<file path="src/rtl/hilo_pkg.sv">
// Shared ALUControl codes for the HI/LO instruction group and the multiplier FSM state type.
package hilo_pkg;

  localparam logic [4:0] ALU_MFHI = 5'b01101;
  localparam logic [4:0] ALU_MFLO = 5'b01110;
  localparam logic [4:0] ALU_MTHI = 5'b01111;
  localparam logic [4:0] ALU_MTLO = 5'b10000;
  localparam logic [4:0] ALU_MULT = 5'b10001;

  typedef enum logic {IDLE, BUSY} state_t;

  function automatic logic is_hilo_code(input logic [4:0] code);
    return (code == ALU_MULT) || (code == ALU_MFHI) || (code == ALU_MFLO) ||
           (code == ALU_MTHI) || (code == ALU_MTLO);
  endfunction

endpackage

</file>
<file path="src/rtl/hilo_mult_unit_mult_iter_core.sv">
// Iterative shift-add multiplier on operand magnitudes with a final sign fix-up.
// Define HILO_RADIX4_EN to retire two multiplier bits per cycle instead of one.
module mult_iter_core
  import hilo_pkg::*;
#(
  parameter int XLEN  = 32,
  parameter int CNT_W = 6
) (
  input  logic              clk,
  input  logic              rst_n,
  input  logic              start,
  input  logic              unsigned_op,
  input  logic [XLEN-1:0]   a,
  input  logic [XLEN-1:0]   b,
  output logic              done,
  output logic [2*XLEN-1:0] product,
  output state_t            state
);

`ifdef HILO_RADIX4_EN
  localparam int LAST = XLEN / 2 - 1;
`else
  localparam int LAST = XLEN - 1;
`endif

  logic [CNT_W-1:0]  cnt;
  logic [XLEN-1:0]   mcand;
  logic [2*XLEN-1:0] acc;
  logic              neg;
  logic [XLEN-1:0]   a_mag;
  logic [XLEN-1:0]   b_mag;
  logic [2*XLEN-1:0] acc_next;

  // Two's-complement magnitude; 0x80000000 maps to itself and is then read as unsigned.
  assign a_mag = (!unsigned_op && a[XLEN-1]) ? (~a + 1'b1) : a;
  assign b_mag = (!unsigned_op && b[XLEN-1]) ? (~b + 1'b1) : b;

  // acc holds {partial upper half, remaining multiplier bits}; the sum carry shifts back in.
`ifdef HILO_RADIX4_EN
  logic [XLEN+1:0] mcand3;
  logic [XLEN+1:0] addend;
  logic [XLEN+1:0] sum;

  always_comb begin
    addend = '0;
    case (acc[1:0])
      2'd1:    addend = {2'b00, mcand};
      2'd2:    addend = {1'b0, mcand, 1'b0};
      2'd3:    addend = mcand3;
      default: addend = '0;
    endcase
    sum      = {2'b00, acc[2*XLEN-1:XLEN]} + addend;
    acc_next = {sum, acc[XLEN-1:2]};
  end
`else
  logic [XLEN:0] sum;

  always_comb begin
    sum      = {1'b0, acc[2*XLEN-1:XLEN]} + (acc[0] ? {1'b0, mcand} : '0);
    acc_next = {sum, acc[XLEN-1:1]};
  end
`endif

  assign done    = (state == BUSY) && (cnt == CNT_W'(LAST));
  assign product = neg ? (~acc_next + 1'b1) : acc_next;

  always_ff @(posedge clk or negedge rst_n) begin
    if (!rst_n) begin
      state  <= IDLE;
      cnt    <= '0;
      mcand  <= '0;
      acc    <= '0;
      neg    <= 1'b0;
`ifdef HILO_RADIX4_EN
      mcand3 <= '0;
`endif
    end else begin
      case (state)
        IDLE: begin
          if (start) begin
            mcand  <= a_mag;
            acc    <= {{XLEN{1'b0}}, b_mag};
            neg    <= (a[XLEN-1] ^ b[XLEN-1]) & ~unsigned_op;
            cnt    <= '0;
            state  <= BUSY;
`ifdef HILO_RADIX4_EN
            mcand3 <= {2'b00, a_mag} + {1'b0, a_mag, 1'b0};
`endif
          end
        end
        BUSY: begin
          acc <= acc_next;
          cnt <= cnt + 1'b1;
          if (done) state <= IDLE;
        end
        default: state <= IDLE;
      endcase
    end
  end

endmodule

</file>
<file path="src/rtl/hilo_mult_unit.sv">
// HI/LO register file with background multiplier and PC stall interlock.
// Optional build macro: HILO_RADIX4_EN (radix-4 multiplier, 16 busy cycles).
module hilo_mult_unit
  import hilo_pkg::*;
#(
  parameter int XLEN  = 32,
  parameter int CNT_W = 6
) (
  input  logic            clk,
  input  logic            rst_n,
  input  logic            op_valid,
  input  logic [4:0]      ALUControl,
  input  logic            unsigned_op,
  input  logic [XLEN-1:0] rs_data,
  input  logic [XLEN-1:0] rt_data,
  output logic [XLEN-1:0] mf_result,
  output logic [XLEN-1:0] hi,
  output logic [XLEN-1:0] lo,
  output logic            busy,
  output logic            stall
);

  logic              is_hilo;
  logic              do_mult;
  logic              do_mfhi;
  logic              do_mflo;
  logic              do_mthi;
  logic              do_mtlo;
  logic              mult_done;
  logic [2*XLEN-1:0] mult_product;
  state_t            mult_state;

  assign is_hilo = op_valid && is_hilo_code(ALUControl);
  assign busy    = (mult_state == BUSY);
  assign stall   = busy & is_hilo;

  // A stalled op is re-presented each cycle, so accepting it only when stall=0 suffices.
  assign do_mult = op_valid && !stall && (ALUControl == ALU_MULT);
  assign do_mfhi = op_valid && !stall && (ALUControl == ALU_MFHI);
  assign do_mflo = op_valid && !stall && (ALUControl == ALU_MFLO);
  assign do_mthi = op_valid && !stall && (ALUControl == ALU_MTHI);
  assign do_mtlo = op_valid && !stall && (ALUControl == ALU_MTLO);

  always_comb begin
    mf_result = '0;
    if (do_mfhi)      mf_result = hi;
    else if (do_mflo) mf_result = lo;
  end

  mult_iter_core #(
    .XLEN  (XLEN),
    .CNT_W (CNT_W)
  ) u_core (
    .clk         (clk),
    .rst_n       (rst_n),
    .start       (do_mult),
    .unsigned_op (unsigned_op),
    .a           (rs_data),
    .b           (rt_data),
    .done        (mult_done),
    .product     (mult_product),
    .state       (mult_state)
  );

  always_ff @(posedge clk or negedge rst_n) begin
    if (!rst_n) begin
      hi <= '0;
      lo <= '0;
    end else if (mult_done) begin
      hi <= mult_product[2*XLEN-1:XLEN];
      lo <= mult_product[XLEN-1:0];
    end else begin
      if (do_mthi) hi <= rs_data;
      if (do_mtlo) lo <= rs_data;
    end
  end

endmodule

</file>
<file path="config.mk">
export PLATFORM = sky130hd
export DESIGN_NAME = hilo_mult_unit
export DESIGN_NICKNAME = d
export VERILOG_FILES = /design/src/rtl/hilo_pkg.sv /design/src/rtl/hilo_mult_unit_mult_iter_core.sv /design/src/rtl/hilo_mult_unit.sv
export SDC_FILE = /design/constraint.sdc
export NUM_CORES = 1
export LEC_CHECK = 0
export ABC_CLOCK_PERIOD_IN_PS = 8890
export CELL_PAD_IN_SITES_DETAIL_PLACEMENT = 1
export CELL_PAD_IN_SITES_GLOBAL_PLACEMENT = 1
export CORE_ASPECT_RATIO = 1.75
export CORE_MARGIN = 2
export CORE_UTILIZATION = 40
export CTS_CLUSTER_DIAMETER = 120
export CTS_CLUSTER_SIZE = 10
export DETAILED_ROUTE_END_ITERATION = 6
export GPL_TIMING_DRIVEN = 0
export PLACE_DENSITY_LB_ADDON = 0.1
export SYNTH_ARGS = -nofsm -noshare
export SYNTH_HDL_FRONTEND = slang
export SYNTH_SLANG_ARGS = --single-unit
</file>
<file path="constraint.sdc">
create_clock -name clk -period 8.89 [get_ports clk]
set_input_delay 2.667 -clock clk [delete_from_list [all_inputs] [get_ports clk]]
set_output_delay 2.667 -clock clk [all_outputs]
set_load 0.05 [all_outputs]
</file>
==> results.txt <==
The run finished with clean final reports. The tools report the initial core utilization as 40.7%. For the sequential area share after synthesis, the log shows 33.6%. Of the cells placed in the final design, the portion with a size suffix greater than 1 is 3.69%.

The number of antenna violations at the first check in global routing is 0, and the worst path arrival time is 5.73 ns. The run gives 2.34 mW as the internal power. Wire length per cell: 25.2 um. Buffers added to address setup during post-CTS repair amount to 0. Clock skew on the completed layout was measured at 0.0118 ns. The number of nets handed over by synthesis was 1,618. Yosys printed 0 warnings. Summed over all nets, the switching power comes to 2.16 mW.

The worst register-to-register path begins at u_core.acc[0]. Combinational logic is responsible for 52.2% of the overall power. The number of different library cells used by synthesis comes to 82. Pin placement for this block handled 171 I/O pins. Headroom to the max-slew limit came out at 4.66%. Clock tree synthesis inserted a total of 17 buffers. Most instantiated flip-flop cell in the synthesis netlist: sky130_fd_sc_hd__dfrtp_1. The number of antenna cells inserted is 0, and the endpoint required time on the critical path is 6.22 ns. The slew at the pin closest to its max-slew limit is 1.39 ns.

STA classifies the critical path endpoint as an output port. Leakage dissipation: 6.25 nW. The synthesized design contains 0 enable-type register cells. The worst setup path is launched from an input port. The cell row count is 85, and the async set or reset register ratio after synthesis is 100%. The share of total power dissipated in the clock network is 18.1%.

The power density over cell area came out at 294 mW/mm2. The run gives 0 ns as the total negative setup slack. After detailed routing, the total wire length is 53,000 um. Fraction of the cycle the final worst path needs: 94.5%. The area of the mapped netlist is 0.0125 mm2, and the critical path's largest stage delay is 0.84 ns.

In this run the worst setup path begins at ALUControl[2]. The worst hold path belongs to the class reg -> reg. In the final layout, the multi-input gates occupy 0.00780 mm2. The run gives 0 as the post-cts repair resize count. The count of endpoints failing hold in the final timing report was 0; the total via count in the routed design was 12,541. The starting DRC count in detailed routing is 567, and the sequential group share of total power is 29.7%. Setup repair after global routing left no endpoint under its margin. The area of the placeable core was 0.0307 mm2; the number of max-cap violations was 0. For the finished layout, the period the worst path requires is 8.40 ns. Relative to the synthesized area, the layout overhead comes to 22.5%.

The congestion estimate from routability-driven global placement came to 0.935. CTS built an H-tree with a depth of 4. In this run the clock root is driven by a sky130_fd_sc_hd__clkbuf_16.

The die is 138 um wide. In the layout the commonest cells are sky130_fd_sc_hd__nand2_1, sky130_fd_sc_hd__dfrtp_1, sky130_fd_sc_hd__clkdlybuf4s50_1. The highest fanout seen on the critical path works out to 10. The logs give 0.493 ns for the post-layout worst setup margin and 168 for the TritonCTS sink count.

The number of buffers and inverters on the critical path was 3; the clock-pin slew on the worst setup and hold paths was 0.06 ns. TritonCTS built the clock tree. Most common cell after layout, fill and taps aside: sky130_fd_sc_hd__nand2_1. For the timing-limited maximum frequency, the log shows 119 MHz.

The die is 238 um tall. The count of pins over their slew limit was 0. For the final antenna-violating net count, the log shows 0.

A synthesized cell averages 8.30 um2. The kind of critical path is in -> out. Broken down by cell family, the worst path's largest delay share belongs to buffers and inverters.

The design draws 4.50 mW. Detailed placement ended at an HPWL of 42,800 um. Filler cell count in the final layout: 3,715.

Counting along the longest clock path gives a buffer depth of 2. In the global route stage, overall resource usage came out at 33.3%. The first TritonRoute pass finished after 5 iterations. The signal on the critical path passes through clkdlybuf4s50_1 -> nand2_1 -> nor2_1 -> nand2_1 -> nor2_1 -> clkbuf_1 -> a22o_1 -> clkdlybuf4s50_1.

The via count of the first global-routing pass was 13,525. Synthesis produced 1,508 cells. On the critical path, the stage with the largest delay is an instance of sky130_fd_sc_hd__clkdlybuf4s50_1. For this run the aggregate overflow at the end of global routing stands at 0. Launch point of the worst hold path: u_core.mcand[30].

In the final design database the tool counted 1,806 nets. In the routed layout, each cell is associated on average with a via count of 5.97. For this run, design rule violations remaining after detail routing come to 0. The floorplan die area was 0.0328 mm2. The tools report the post-route worst hold slack as 0.472 ns. Setup violations remaining at the end of the flow were counted as 0. For this design, the CTS-stage hold fixing added 0 buffers. The run gives 0.570 ns as the worst setup slack after placement. After synthesis the netlist holds a flip-flop and latch count of 168.

At the later pin of the worst-skew pair, clock insertion delay measures 0.46 ns. The worst ir drop on vdd is 0.000160 V, and the wire length of the first global-routing pass is 80,700 um. The sequential cells in the finished layout cover a total of 0.00420 mm2.

The run gives 103 as the largest net degree at the start of global routing. Net switching is 48.0% of the power. The number of input and output port buffers inserted came out at 168.
power by group through the flow:
stage / registers, mW / clock network, mW / logic, mW
finish: 1.34 / 0.815 / 2.35
global route: 1.36 / 0.845 / 2.52
CTS: 1.33 / 0.816 / 2.35
detailed placement: 1.33 / 0 / 2.33
global placement: 1.33 / 0 / 2.28
floorplan: 1.64 / 0 / 1.15
cells in the mapped netlist, drive strengths merged (19+ instances only):
cell / number / area share [%]
o221ai: 26 / 1.8
and2: 42 / 2.1
nor2: 70 / 2.1
nand3: 24 / 0.96
xor2: 51 / 3.6
o31ai: 20 / 1.2
dfrtp: 168 / 34
ha: 36 / 3.6
mux2i: 61 / 4.9
or4: 19 / 1.3
clkbuf: 81 / 2.8
xnor2: 91 / 6.4
nand2: 268 / 8.0
a21oi: 81 / 3.2
a22o: 34 / 2.4
o21ai: 167 / 6.7
nor3: 25 / 1.0
per-stage QoR:
stage                     instances  cell area (um2)  util [%]
after floorplan                1508            12500         -
after global placement         2067            14700      47.8
after detailed placement       2068            14700      47.9
after CTS                      2099            15300      49.9
after global routing           2099            15300      49.9
final                          2099            15300      49.9
sequential cells by signal, indices dropped and copies added (netlist names):
signal / flops
u_core.mcand: 32
lo: 32
u_core.neg: 1
hi: 32
u_core.acc: 64
u_core.cnt: 6
u_core.state: 1
worst min-delay path: cells and delay by family, from the launching register on:
family             cells  cell delay [ns]
DFF                    1             0.33
AOI/OAI and AO/OA      1             0.06
and+or+nand+nor        1             0.04
final cells by class:
cell class | count | share of cell area [%]
multi-input cells | 1226 | 50.9
flip-flops and latches | 168 | 27.4
repair buffers | 169 | 11.2
well taps | 391 | 3.19
clock buffers | 23 | 3.05
plain buffers | 98 | 2.89
clock inverters | 8 | 0.947
inverters | 16 | 0.392
worst paths after layout:
kind                                         end  slack [ns]  depth (start not counted)
max in group asynchronous       u_core.mcand[30]        5.82                          2
worst min register to register  u_core.mcand[30]        0.47                          2
worst min-delay path            u_core.mcand[30]        0.47                          2
min in group asynchronous          u_core.acc[4]        2.14                          1
worst max-delay path               mf_result[21]        0.49                          8
worst max register to register            hi[30]        3.39                         15
kinds of logic (layout without fill, tap and decap cells):
kind of cell	after synthesis	count (layout)	synth area share (%)
AND/OR/NAND/NOR	535	535	20.4
XOR/XNOR	142	142	9.94
AO/OA/AOI/OAI	449	449	23.3
flip-flops	168	168	33.6
adder cells (fa/ha/maj)	37	37	3.76
multiplexers	63	63	5.06
buffers and inverters	114	314	4.02
routing by layer:
| metal | vias up | track usage (%) | part of all wire (%) |
|---|---|---|---|
| li1 | 5818 | - | - |
| met3 | 108 | 4.27 | 2.8 |
| met5 | - | 0 | 0 |
| met2 | 292 | 63.9 | 56 |
| met1 | 6323 | 34.6 | 36 |
| met4 | 0 | 16.4 | 5.3 |
Note: power is estimated with default switching activity, not from simulation.
==> RTL change, RTL diff (same settings) <==
Add a define of `HILO_RADIX4_EN`.
--- a/src/rtl/hilo_mult_unit_mult_iter_core.sv
+++ b/src/rtl/hilo_mult_unit_mult_iter_core.sv
@@ -1,5 +1,7 @@
 // Iterative shift-add multiplier on operand magnitudes with a final sign fix-up.
 // Define HILO_RADIX4_EN to retire two multiplier bits per cycle instead of one.
+`define HILO_RADIX4_EN
+
 module mult_iter_core
   import hilo_pkg::*;
 #(
Behaviour: no difference found for any inputs over 4 cycles, from zero or initial values and one cycle with rst_n low; that may be too few to reach the edited logic, so the function may still have changed.
==> RTL change against the original RTL <==
- utilization down 1.6 points
- setup slack worse by 0.15 ns
- die area up 24%
- final area up 21%
- total power up 30%
- via count up 24%
- global-route usage down 0.90 points
- wire length up 26%
- area after synthesis up 24%
- sequential cell count up 33
- count of clock-buffer cells in the layout up 3
- largest cell class unchanged
- largest power group unchanged
==> RTL change: results (changes against the original RTL) <==
run status finished clean; GPL Wtd Cong 0.917 (-2.0%); R2R depth 18 (+3); H-tree level count 1 (-3); largest net degree at the start of global routing 104 (+0.97%); total track usage 32.4% (-0.90 points); drt total wl 66700 um (+26%); CTS Buf Count 24 (+7); end point of the critical path mf_result[11]; initial DRC count 682 (+20%); VDD IR-drop max 0.222 mV (+39%); r2r endpoint hi[31]$_DFFE_PN0P_; vias in the first global route 16.8k (+24%); Hold Path Sink u_core.mcand3[25]$_DFFE_PN0P_; deepest clock path buffer count 3 (+1); Synth area leaders dfrtp_1, nand2_1, o21ai_0; Netlist cell types 74 (-9.8%); Slew headroom 2.69% (-2.0 points); DPL Wire Length 53300 um (+24%); clock latency on the worst-skew pair 0.56 ns (+0.10 ns); Hold WS 0.469 ns (-0.00272 ns); hold path start u_core.mcand3[25]$_DFFE_PN0P_; Pleak 7.96 nW (+27%); layout cells sized above 1 4.90% (+1.2 points); beginning of the critical path ALUControl[4]; top cells by count, synth nand2_1, dfrtp_1, o21ai_0; Port Buffers 169 (+0.60%); via/cell ratio 6.04 (+1.1%); clock skew 0.0202 ns (+0.00844 ns); CP max stage delay 0.90 ns (+0.06 ns); antenna violations before repair 1 (+1); Final #Nets 2226 (+23%); CP Data Arrival Time 5.88 ns (+0.15 ns); first-pass GRT wire length 101000 um (+25%); Post-Synthesis Net Count 2029 (+25%); Worst path slowest cell nor4_1
-- RTL change: cell count changes after synthesis, sizes merged, moves of 21 or more --
| cell | delta |
|---|---|
| a21o | +21 |
| a22o | +28 |
| and2 | -35 |
| dfrtp | +33 |
| ha | +33 |
| mux2 | +41 |
| nand2 | +98 |
| nor2 | +32 |
| o21ai | +32 |
-- RTL change: where the power goes --
group          internal [mW]  switching, mW
clock                  0.494          0.419
sequential              1.27          0.374
combinational           1.17           2.15
-- RTL change: area by class of cell --
type                            count  area (sq um)
Timing Repair Buffer              171          1730
Tap cell                          485           607
Inverter                           31           116
Multi-Input combinational cell   1539          9970
Clock buffer                       26           629
Buffer                            114           437
Clock inverter                      1          8.76
Fill cell                        4702         19900
Sequential cell                   201          5030
-- RTL change: logic make-up (layout without fill, tap and decap cells) --
kind of cell	after synthesis	in the layout	synth area share [%]
adder cells (fa/ha/maj)	71	71	5.81
multiplexers	92	92	6.27
AO/OA/AOI/OAI	546	546	23.3
AND/OR/NAND/NOR	659	659	19.1
buffers and inverters	145	343	3.56
flip-flops	201	201	32.3
XOR/XNOR	171	171	9.63
-- RTL change: per-stage QoR --
stage	setup TNS (ns)	instance area, sq um	worst slack (ns)	power, mW	std cells
after floorplan	0	15600	2.10	3.75	1885
after global placement	-822.95	17800	-4.14	4.84	2539
after detailed placement	0	17900	0.0155	4.92	2541
after CTS	0	18500	0.334	5.86	2568
after global routing	0	18500	0.209	6.19	2568
final	0	18500	0.340	5.87	2568
-- RTL change: metal layers --
layer	GRT usage, %	routed length (um)
met1	33.2	23700
met3	3.12	2170
met5	0	12
met2	62.8	36300
met4	18.9	4520
-- RTL change: worst max-delay path, delay by kind of cell --
family,cells,cell delay [ns]
AO/OA/AOI/OAI,1,0.24
AND/OR/NAND/NOR,2,1.13
buffers and inverters,3,1.83
